File: config.mk
export PLATFORM = sky130hd
export DESIGN_NAME = sram_port_arbiter
export DESIGN_NICKNAME = d
export VERILOG_FILES = /design/src/rtl/sram_port_arbiter.sv
export SDC_FILE = /design/constraint.sdc
export NUM_CORES = 1
export LEC_CHECK = 0
export BUFFER_PORTS_ARGS = -buffer_cell sky130_fd_sc_hd__buf_2
export CAP_MARGIN = 25
export CELL_PAD_IN_SITES_DETAIL_PLACEMENT = 0
export CELL_PAD_IN_SITES_GLOBAL_PLACEMENT = 1
export CORE_ASPECT_RATIO = 0.9
export CORE_MARGIN = 10
export CORE_UTILIZATION = 14
export CTS_CLUSTER_DIAMETER = 40
export DETAILED_ROUTE_END_ITERATION = 10
export GPL_TIMING_DRIVEN = 0
export PLACE_DENSITY_LB_ADDON = 0.1
export SYNTH_ARGS = -nofsm -noshare
export SYNTH_HDL_FRONTEND = slang
export SYNTH_SLANG_ARGS = --single-unit
File: constraint.sdc
create_clock -name clk -period 2.45 [get_ports clk]
set_input_delay 0.49 -clock clk [delete_from_list [all_inputs] [get_ports clk]]
set_output_delay 0.49 -clock clk [all_outputs]
set_load 0.005 [all_outputs]
File: src/rtl/sram_port_arbiter.sv
// Two-port arbiter in front of a single synchronous SRAM: a CPU bridge (port 0) and an accelerator (port 1).
// Round-robin when open; a locking owner keeps the SRAM for up to LOCK_MAX grants while the other port waits.
module sram_port_arbiter #(
  parameter int AW       = 16,
  parameter int DW       = 32,
  parameter int LOCK_MAX = 8
) (
  input  logic              clk,
  input  logic              reset,

  input  logic              req0,
  input  logic              lock0,
  input  logic [AW-1:0]     addr0,
  input  logic [DW/8-1:0]   wen0,
  input  logic [DW-1:0]     wdata0,
  output logic              gnt0,
  output logic              rvalid0,
  output logic [DW-1:0]     rdata0,

  input  logic              req1,
  input  logic              lock1,
  input  logic [AW-1:0]     addr1,
  input  logic [DW/8-1:0]   wen1,
  input  logic [DW-1:0]     wdata1,
  output logic              gnt1,
  output logic              rvalid1,
  output logic [DW-1:0]     rdata1,

  output logic [AW-1:0]     SRAMADDR,
  output logic [DW/8-1:0]   SRAMWEN,
  output logic [DW-1:0]     SRAMWDATA,
  output logic              SRAMCS,
  input  logic [DW-1:0]     SRAMRDATA
);

  localparam int CW = $clog2(LOCK_MAX + 1);
  localparam logic [CW-1:0] LOCK_LIMIT = CW'(LOCK_MAX);

  typedef enum logic {ARB_OPEN, ARB_LOCKED} arb_mode_e;

  logic          last;
  logic          owner_lock;
  logic [CW-1:0] lock_cnt;
  logic          rvalid0_q;
  logic          rvalid1_q;

  arb_mode_e     arb_mode;
  logic          owner_req;
  logic          owner_lk;
  logic          other_req;
  logic          gnt_any;
  logic          gnt_idx;
  logic          gnt_lock;
  logic          last_nxt;
  logic          owner_lock_nxt;
  logic [CW-1:0] lock_cnt_nxt;

  // Arbitration state; a read granted while reset is high must never surface as rvalid.
  always_ff @(posedge clk or posedge reset) begin
    if (reset) begin
      last       <= 1'b1;
      owner_lock <= 1'b0;
      lock_cnt   <= '0;
      rvalid0_q  <= 1'b0;
      rvalid1_q  <= 1'b0;
    end else begin
      last       <= last_nxt;
      owner_lock <= owner_lock_nxt;
      lock_cnt   <= lock_cnt_nxt;
      rvalid0_q  <= gnt0 && (wen0 == '0);
      rvalid1_q  <= gnt1 && (wen1 == '0);
    end
  end

  // The lock only holds while its owner keeps both req and lock high, so a drop reopens arbitration at once.
  always_comb begin
    owner_req = last ? req1  : req0;
    owner_lk  = last ? lock1 : lock0;
    other_req = last ? req0  : req1;
    arb_mode  = (owner_lock && owner_req && owner_lk) ? ARB_LOCKED : ARB_OPEN;

    gnt_any = 1'b0;
    gnt_idx = last;
    if (arb_mode == ARB_LOCKED) begin
      gnt_any = 1'b1;
      gnt_idx = (lock_cnt == LOCK_LIMIT && other_req) ? ~last : last;
    end else if (req0 && req1) begin
      gnt_any = 1'b1;
      gnt_idx = ~last;
    end else if (req0) begin
      gnt_any = 1'b1;
      gnt_idx = 1'b0;
    end else if (req1) begin
      gnt_any = 1'b1;
      gnt_idx = 1'b1;
    end

    gnt_lock       = gnt_idx ? lock1 : lock0;
    last_nxt       = gnt_any ? gnt_idx : last;
    owner_lock_nxt = gnt_any && gnt_lock;

    // A locked run continues only when the same port was granted with lock last cycle.
    lock_cnt_nxt = '0;
    if (gnt_any && gnt_lock) begin
      if (owner_lock && (gnt_idx == last))
        lock_cnt_nxt = (lock_cnt == LOCK_LIMIT) ? lock_cnt : lock_cnt + CW'(1);
      else
        lock_cnt_nxt = CW'(1);
    end
  end

  always_comb begin
    gnt0      = gnt_any && !gnt_idx;
    gnt1      = gnt_any && gnt_idx;
    SRAMCS    = gnt_any;
    SRAMADDR  = '0;
    SRAMWEN   = '0;
    SRAMWDATA = '0;
    if (gnt0) begin
      SRAMADDR  = addr0;
      SRAMWEN   = wen0;
      SRAMWDATA = wdata0;
    end else if (gnt1) begin
      SRAMADDR  = addr1;
      SRAMWEN   = wen1;
      SRAMWDATA = wdata1;
    end
    rvalid0 = rvalid0_q;
    rvalid1 = rvalid1_q;
    rdata0  = rvalid0_q ? SRAMRDATA : '0;
    rdata1  = rvalid1_q ? SRAMRDATA : '0;
  end

endmodule

==> results of run 1 <==
==> synthesized netlist by cell type, types with 3 or more instances <==
cell type  number
and2_1         66
a22o_1         52
clkbuf_1        9
dfrtp_1         7
nand2_1         7
nand3_1         7
buf_2           6
buf_6           6
and3_1          3
inv_1           3
nor2_1          3
==> area by class of cell <==
class	count	area, um^2
Fill cell	1139	7200
Timing Repair Buffer	267	1380
Multi-Input combinational cell	166	1210
Sequential cell	8	201
Tap cell	129	161
Buffer	18	139
Clock buffer	4	78.8
Inverter	3	11.3
==> power by group through the flow <==
stage               Clock [mW]  Combinational [mW]  Sequential, mW
finish                   0.281               0.531           0.154
global route             0.294               0.587           0.156
CTS                      0.286               0.529           0.154
detailed placement           0               0.499           0.151
global placement             0               0.502           0.151
floorplan                    0               0.224           0.148
==> metrics by stage <==
stage	util [%]	worst slack (ps)	cell area, um^2	setup TNS, ps
after floorplan	-	16.8	1510	0
after global routing	30.6	-362	3170	-17230
final	30.6	-302	3170	-13950
after global placement	28.6	-270	2970	-12020
after detailed placement	28.6	-276	2970	-11980
after CTS	30.2	-308	3130	-14360
==> critical path, stage by stage (launching register included) <==
cell     delay, ps
dfrtp_1        370
inv_2           70
ha_4           160
and3b_4        200
or4b_4         500
and3_4         250
buf_8          150
a22o_1         200
buf_6          130
==> metal layers <==
| metal | routed length [um] | track usage [%] | share of wire, % |
|---|---|---|---|
| met1 | 3790 | 12.7 | 34 |
| met2 | 5980 | 25.4 | 54 |
| met4 | 76 | 2.27 | 0.68 |
| met3 | 1320 | 4.47 | 12 |
| met5 | 0 | 0 | 0 |
==> flip-flops by register name, summed over array words and instances, names as in the netlist <==
register    count
owner_lock      1
lock_cnt        4
rvalid1         1
rvalid0         1
last            1
==> repair_timing <==
item,CTS,global route
pin swaps,1,2
setup endpoints to repair,54,54
setup buffers,4,1
gates cloned,3,1
gates resized for setup,17,8
endpoints found under the hold margin,0,0
==> cells by family after synthesis <==
group	count (synthesis)
flip-flops	8
XOR/XNOR	2
AND/OR/NAND/NOR	98
buffers and inverters	24
adder cells (fa/ha/maj)	2
AO/OA/AOI/OAI	62
==> worst paths after layout <==
| kind | start | to | slack (ps) | cells after the start |
|---|---|---|---|---|
| worst max-delay path | lock_cnt[0] | SRAMWEN[0] | -300 | 8 |
| worst min-delay path | reset | lock_cnt[3] | 200 | 2 |
| worst max register to register | lock_cnt[0] | rvalid1 | 500 | 7 |
| worst min register to register | last | last | 570 | 2 |
| max in group asynchronous | reset | last | 1950 | 2 |
| min in group clk | last | last | 570 | 2 |
==> key figures, run 1 <==
Outcome
  – Status: finished with violations
  – Failing checks: setup timing

Power
  – Sequential share of power: 16.0%
  – Total power: 966 uW
  – VDD IR-drop max: 0.000139 V
  – Int Pwr: 653 uW
  – Static leakage: 1.94 nW
  – Comb power frac: 54.9%
  – Sw Pwr: 313 uW
  – Power Dens Cells: 304 nW/um^2
  – Clock Power Share: 29.1%
  – Switching Share: 32.4%

Critical path
  – Critical Path RT: 1960 ps
  – Max FO, Critical Path: 10
  – Crit Path Class: reg -> out
  – Critical Path Start Type: register
  – Critical Path Sink Type: primary output
  – CP arrival: 2260 ps

Placement
  – Port-buffer cells: 260
  – Placed Instances: 585
  – Final GP Congestion: 0.835
  – Hpwl dp: 9.65 mm

STA
  – Min cycle time layout: 2750 ps
  – Fin worst setup slack: -302 ps
  – Slew Limit Fails: 0
  – Worst Tran Pin Value: 426 ps
  – Relative slew margins: 71.6%
  – Max Fclk: 363 MHz
  – Hold Vio Cnt, Final: 0
  – Hold_ws: 205 ps
  – Final period utilization: 112%
  – Clock skew: 2.73 ps
  – RSZ-0062 raised after global routing: true
  – Setup violators final: 53

Synthesis
  – Synth Area in XOR/XNOR: 1.16%
  – Synth Area in Adders: 1.66%
  – Post-synthesis mux area share: 0%
  – Synth Flop Type: dfrtp_1
  – Synth Area per Inst: 7.68 um^2
  – Synth Warn #: 0
  – Largest family of logic cells by synthesized area: simple AND/OR/NAND/NOR gates
  – Synth Cell Area: 1510 um^2
  – Top post-synthesis cells by area: a22o_1 30%, and2_1 27%, dfrtp_1 12%, buf_6 4.5%, nand3_1 2.3%
  – Yosys top cell area share: 30.3%
  – Seq/Total Area, Yosys: 13.4%
  – Synth unique cells: 30
  – EDFF count, synth: 0
  – Post-synth ARST share: 100%
  – Simple-gate area share of the yosys netlist: 39.6%
  – Synth Register Bits: 8
  – Post-synth top area cell: a22o_1
  – Cell count after synthesis: 196
  – Post-synthesis compound-gate area fraction: 34.7%
  – Post-synthesis net count: 340

Job
  – Max-cap violations: 0

CTS
  – Worst-Skew Late Latency: 230 ps
  – CTS root buffer: clkbuf_16
  – H-tree depth: 1
  – Clk slew on worst S/H paths: 40 ps
  – CTS Buffer Depth: 2
  – Num CTS Buffers: 3
  – Post-CTS Hold Buffers: 0
  – CTS Sinks: 8
  – TritonCTS clock tree: yes

GRT
  – Overflow after GRT: 0
  – Largest net degree at the start of global routing: 11
  – Initial antenna violation count: 0
  – Number of global-route vias before repair: 2632
  – Global-route wire length before repair: 15.6 mm
  – GRT Util Overall: 13.0%

Hold path
  – HP Class: in -> async

Floorplan
  – Die area: 15300 um^2
  – Io pins: 263
  – Core Box Area: 10400 um^2
  – Initial Util: 14.5%
  – Num rows: 35
  – Die X: 129 um
  – Die span in y: 118 um

Final layout
  – Share of cells above drive strength 1: 62.7%
  – Final nets: 611
  – Synth-to-Final Area Change: 111%
  – Final cell count without fillers: 595
  – Ant. Diodes: 0
  – Commonest cells after routing, fill and taps aside: 259 x buf_2, 66 x and2_1, 52 x a22o_1, 12 x buf_6, 9 x clkbuf_1
  – Commonest non-fill, non-tap cell in the layout: buf_2

Routing
  – Routed vias: 2546
  – Final WL: 11.2 mm
  – Average vias per placed instance: 4.28
  – Starting DRT DRC Count: 72
  – DRC Markers: 0
  – WL/cell: 18.8 um
  – Drt first pass iters: 4
  – Final ANT Viol Nets: 0
Power figures use the tool's default switching activity.
==> run 2, diff against run 1 <==
==> constraint.sdc (replaced) <==
create_clock -name clk -period 2.45 [get_ports clk]
set_input_delay 0.49 -clock clk [delete_from_list [all_inputs] [get_ports clk]]
set_output_delay 0.49 -clock clk [all_outputs]
set_load 0.05 [all_outputs]
==> key figures, run 2 (synthesis results as in run 1) <==
Outcome
  – Status: finished with violations
  – Failing checks: setup timing

Final layout
  – Commonest cells after routing, fill and taps aside: 206 x buf_2, 66 x and2_1, 42 x buf_6, 33 x a22o_4, 19 x buf_8
  – Reg area: 201 um^2
  – Final design utilization: 38.8%
  – Max reg flops: 4
  – Fin area: 4030 um^2
  – Multi-input logic area: 1510 um^2
  – Share of cells above drive strength 1: 73.6%
  – FILL cells: 1039
  – Synth-to-Final Area Change: 167%
  – Final cell count without fillers: 600
  – Final nets: 615
  – Largest Register: lock_cnt
  – Commonest non-fill, non-tap cell in the layout: buf_2

Critical path
  – CP peak stage delay: 490 ps
  – Max FO, Critical Path: 7
  – CP arrival: 2300 ps
  – CP cell instances: inv_2 -> ha_4 -> and3b_4 -> or4b_4 -> and3_4 -> clkbuf_16 -> a22o_4 -> buf_6
  – Critical Path RT: 1960 ps
  – Worst Path Buf+Inv: 3
  – Crit Path Class: reg -> out
  – Worst path top cell family by delay: simple AND/OR/NAND/NOR gates
  – Critical Path Sink Type: primary output
  – Critical Path Start Type: register
  – Slowest stage cell, crit path: or4b_4

CTS
  – H-tree depth: 1
  – Clk slew on worst S/H paths: 40 ps
  – TritonCTS clock tree: yes
  – Num CTS Buffers: 3
  – Worst-Skew Late Latency: 230 ps
  – Post-CTS Hold Buffers: 0
  – CTS Buffer Depth: 2
  – CTS root buffer: clkbuf_16
  – CTS Sinks: 8

STA
  – Min cycle time layout: 2790 ps
  – Relative slew margins: 72.9%
  – Setup violators final: 54
  – RSZ-0062 raised after global routing: true
  – Worst Tran Pin Value: 406 ps
  – Fin worst setup slack: -339 ps
  – Hold Vio Cnt, Final: 0
  – Final period utilization: 114%
  – Clock skew: 2.78 ps
  – Slew Limit Fails: 0
  – Max Fclk: 359 MHz

GRT
  – Largest net degree at the start of global routing: 11
  – Global-route wire length before repair: 16.1 mm
  – Number of global-route vias before repair: 2783
  – GRT Util Overall: 13.1%
  – Initial antenna violation count: 1
  – Overflow after GRT: 0

Placement
  – Placed instance area: 3200 um^2
  – Placed Instances: 585
  – Final GP Congestion: 0.797
  – Pre-CTS setup slack: -400 ps
  – Port-buffer cells: 260
  – Hpwl dp: 9.44 mm

Routing
  – Final ANT Viol Nets: 0
  – WL/cell: 18.6 um
  – DRC Markers: 0
  – Average vias per placed instance: 4.29
  – Starting DRT DRC Count: 92
  – Drt first pass iters: 4
  – Final WL: 11.1 mm
  – Routed vias: 2571

Floorplan
  – Io pins: 263
  – Core Box Area: 10400 um^2
  – Num rows: 35
  – Die span in y: 118 um
  – Die X: 129 um
  – Die area: 15300 um^2
  – Initial Util: 14.5%

Power
  – Static leakage: 2.26 nW
  – Power Dens Cells: 411 nW/um^2
  – VDD IR-drop max: 0.000190 V
  – Total power: 1.65 mW

Hold path
  – HP Class: in -> async

Job
  – Max-cap violations: 0
-- run 2: cell count changes in the layout (fill, tap and decap cells not counted), sizes merged --
| cell | before | now |
|---|---|---|
| and3 | 5 | 4 |
| bufbuf | 0 | 1 |
| diode | 0 | 1 |
| clkbuf | 12 | 13 |
| buf | 277 | 280 |
-- run 2: worst paths after layout --
kind | slack (ps) | start | end | depth (start not counted)
max | -340 | lock_cnt[0] | SRAMADDR[10] | 8
min | 210 | reset | lock_cnt[2] | 2
min reg2reg | 570 | last | last | 2
max in group asynchronous | 1940 | reset | last | 2
max reg2reg | 510 | lock_cnt[0] | rvalid1 | 7
min in group clk | 570 | last | last | 2
-- run 2: timing repair --
action,4_1_cts,5_1_grt
endpoints found under the setup margin,54,54
gates resized for setup,155,15
setup buffers,5,2
cloned,4,1
pin swaps,7,1
hold endpoints to repair,0,0
-- run 2: layout make-up --
cell class | count | area share, %
diodes | 1 | 0.0622
plain buffers | 19 | 4.97
clock buffers | 4 | 1.96
inverters | 3 | 0.280
multi-input cells | 165 | 37.6
flip-flops and latches | 8 | 5.00
well taps | 129 | 4.01
repair buffers | 271 | 46.2
-- run 2: stage by stage --
step | hold WS [ps] | TNS [ps]
2_1_floorplan | 305 | -2470
3_3_place_gp | 454 | -17680
3_5_place_dp | 463 | -18140
4_1_cts | 220 | -15870
5_1_grt | 247 | -20350
6_report | 212 | -16990
-- run 2: where the power goes --
group	leakage [nW]	switching, mW	internal [mW]
logic	2.11	0.673	0.546
clock network	0.0382	0.0643	0.217
registers	0.105	0.0115	0.142
-- run 2: per-layer routing --
metal | routed length, um | track usage [%] | vias to the layer above
li1 | - | - | 1269
met1 | 3670 | 12.5 | 1154
met2 | 6030 | 25.7 | 144
met3 | 1360 | 4.83 | 4
met4 | 76 | 2.49 | 0
met5 | 0 | 0 | -
==> run 3, diff against run 2 <==
--- a/config.mk
+++ b/config.mk
@@ -11,7 +11,7 @@
 export CELL_PAD_IN_SITES_GLOBAL_PLACEMENT = 1
 export CORE_ASPECT_RATIO = 0.9
 export CORE_MARGIN = 10
-export CORE_UTILIZATION = 14
+export CORE_UTILIZATION = 15
 export CTS_CLUSTER_DIAMETER = 40
 export DETAILED_ROUTE_END_ITERATION = 10
 export GPL_TIMING_DRIVEN = 0
==> constraint.sdc (replaced) <==
create_clock -name clk -period 3.2 [get_ports clk]
set_input_delay 0.64 -clock clk [delete_from_list [all_inputs] [get_ports clk]]
set_output_delay 0.64 -clock clk [all_outputs]
set_load 0.05 [all_outputs]
==> key figures, run 3 (synthesis results as in run 1) <==
Outcome
  – Status: finished clean

CTS
  – Worst-Skew Late Latency: 230 ps
  – H-tree depth: 1
  – Clk slew on worst S/H paths: 50 ps
  – CTS Sinks: 8
  – CTS root buffer: clkbuf_8
  – Num CTS Buffers: 3
  – TritonCTS clock tree: yes
  – CTS Buffer Depth: 2

Placement
  – Port-buffer cells: 260
  – Hpwl dp: 9.52 mm
  – Final GP Congestion: 0.827
  – Pre-CTS setup slack: 92.0 ps

Final layout
  – Largest Register: lock_cnt
  – Share of cells above drive strength 1: 61.0%
  – Synth-to-Final Area Change: 105%
  – Final nets: 606
  – Ant. Diodes: 0
  – Commonest non-fill, non-tap cell in the layout: buf_2
  – Commonest cells after routing, fill and taps aside: 245 x buf_2, 66 x and2_1, 52 x a22o_1, 20 x buf_4, 9 x clkbuf_1
  – Max reg flops: 4

STA
  – Fin worst setup slack: 106 ps
  – Max Fclk: 323 MHz
  – Setup violators final: 0
  – Worst Tran Pin Value: 417 ps
  – Relative slew margins: 72.2%
  – Hold_ws: 351 ps
  – Setup TNS: 0 ps
  – RSZ-0062 raised after global routing: false
  – Hold Vio Cnt, Final: 0
  – Final period utilization: 96.7%
  – Slew Limit Fails: 0
  – Clock skew: 7.12 ps
  – Min cycle time layout: 3090 ps

Floorplan
  – Die X: 126 um
  – Die area: 14400 um^2
  – Io pins: 263
  – Initial Util: 15.5%
  – Num rows: 34
  – Core Box Area: 9740 um^2
  – Die span in y: 115 um

Critical path
  – Critical Path RT: 2560 ps
  – Reg2reg start: lock_cnt[1]
  – Crit Path Class: reg -> out
  – Critical Path Start Type: register
  – Worst r2r path cells: 8
  – Max FO, Critical Path: 10
  – Setup crit start: lock_cnt[1]
  – Critical Path Sink Type: primary output
  – Setup slack, reg-to-reg: 1130 ps
  – CP arrival: 2450 ps

Routing
  – DR top layer: met4
  – WL met3: 1.19 mm
  – Final WL: 10.7 mm
  – Routed vias: 2501
  – Average vias per placed instance: 4.26
  – Drt first pass iters: 4
  – Met1 wire length: 3.91 mm
  – Starting DRT DRC Count: 90
  – Final ANT Viol Nets: 0
  – Met2 WL: 5.45 mm
  – DRC Markers: 0
  – WL/cell: 18.2 um

GRT
  – Overflow after GRT: 0
  – Global-route wire length before repair: 15.0 mm
  – Number of global-route vias before repair: 2513
  – Initial antenna violation count: 0
  – Largest net degree at the start of global routing: 11
  – GRT Util Overall: 12.8%

Job
  – Max-cap violations: 0

Power
  – Static leakage: 1.90 nW
  – Total power: 930 uW
  – Power Dens Cells: 302 nW/um^2
  – VDD IR-drop max: 0.000116 V

Hold path
  – HP Class: in -> async
run 3: cell types whose count changed in the layout (fill, tap and decap cells not counted), moves of 3 or more:
| cell | previous run | this run |
|---|---|---|
| a22o_1 | 4 | 52 |
| buf_2 | 206 | 245 |
| buf_6 | 42 | 8 |
| a22o_4 | 33 | 0 |
| buf_8 | 19 | 0 |
| a22o_2 | 15 | 0 |
| buf_4 | 7 | 20 |
| buf_12 | 5 | 0 |
| clkbuf_16 | 4 | 0 |
| and3_4 | 3 | 0 |
| clkbuf_8 | 0 | 3 |
run 3: metrics by stage:
step | util (%) | area (um^2) | instances
global placement | 30.4 | 2960 | 582
global route | 31.6 | 3080 | 587
CTS | 31.1 | 3030 | 587
detailed placement | 30.4 | 2960 | 582
finish | 31.6 | 3080 | 587
floorplan | - | 1510 | 196
run 3: critical path, cell delays in order (launching register included):
cell and delay [ps]:
dfrtp_1 370, inv_1 50, ha_1 190, and3b_4 210, or4b_4 510, and3_1 200
buf_6 140, buf_6 140, a22o_1 180, buf_2 210
run 3: metal layers:
metal  GRT usage [%]  up-vias
li1                -     1248
met1            13.2     1091
met2            23.9      155
met3            5.38        7
met4            2.68        0
met5               0        -
run 3: final timing paths:
path	end
min in group clk	last
min reg2reg	last
min	lock_cnt[3]
max	SRAMWDATA[7]
max in group asynchronous	last
max reg2reg	rvalid1
run 3: cell type report:
class                      count  area (um^2)
buffer                        20          146
timing repair buffer         262         1360
sequential                     8          201
inverter                       3         11.3
multi-input combinational    164         1160
clock buffer                   4         45.0
fill                        1059         6660
tap                          126          158
run 3: repair_timing:
item | 4_1_cts | 5_1_grt
hold buffers | 0 | 0
buffers inserted | 1 | 1
setup endpoints to repair | 25 | 48
resized for setup | 5 | 33
run 3: where the power goes:
| group | switching (mW) | total, mW | internal [mW] |
|---|---|---|---|
| combinational | 0.460 | 0.684 | 0.224 |
| sequential | 0.00905 | 0.117 | 0.108 |
| clock | 0.0422 | 0.129 | 0.0865 |
| total | 0.512 | 0.930 | 0.419 |
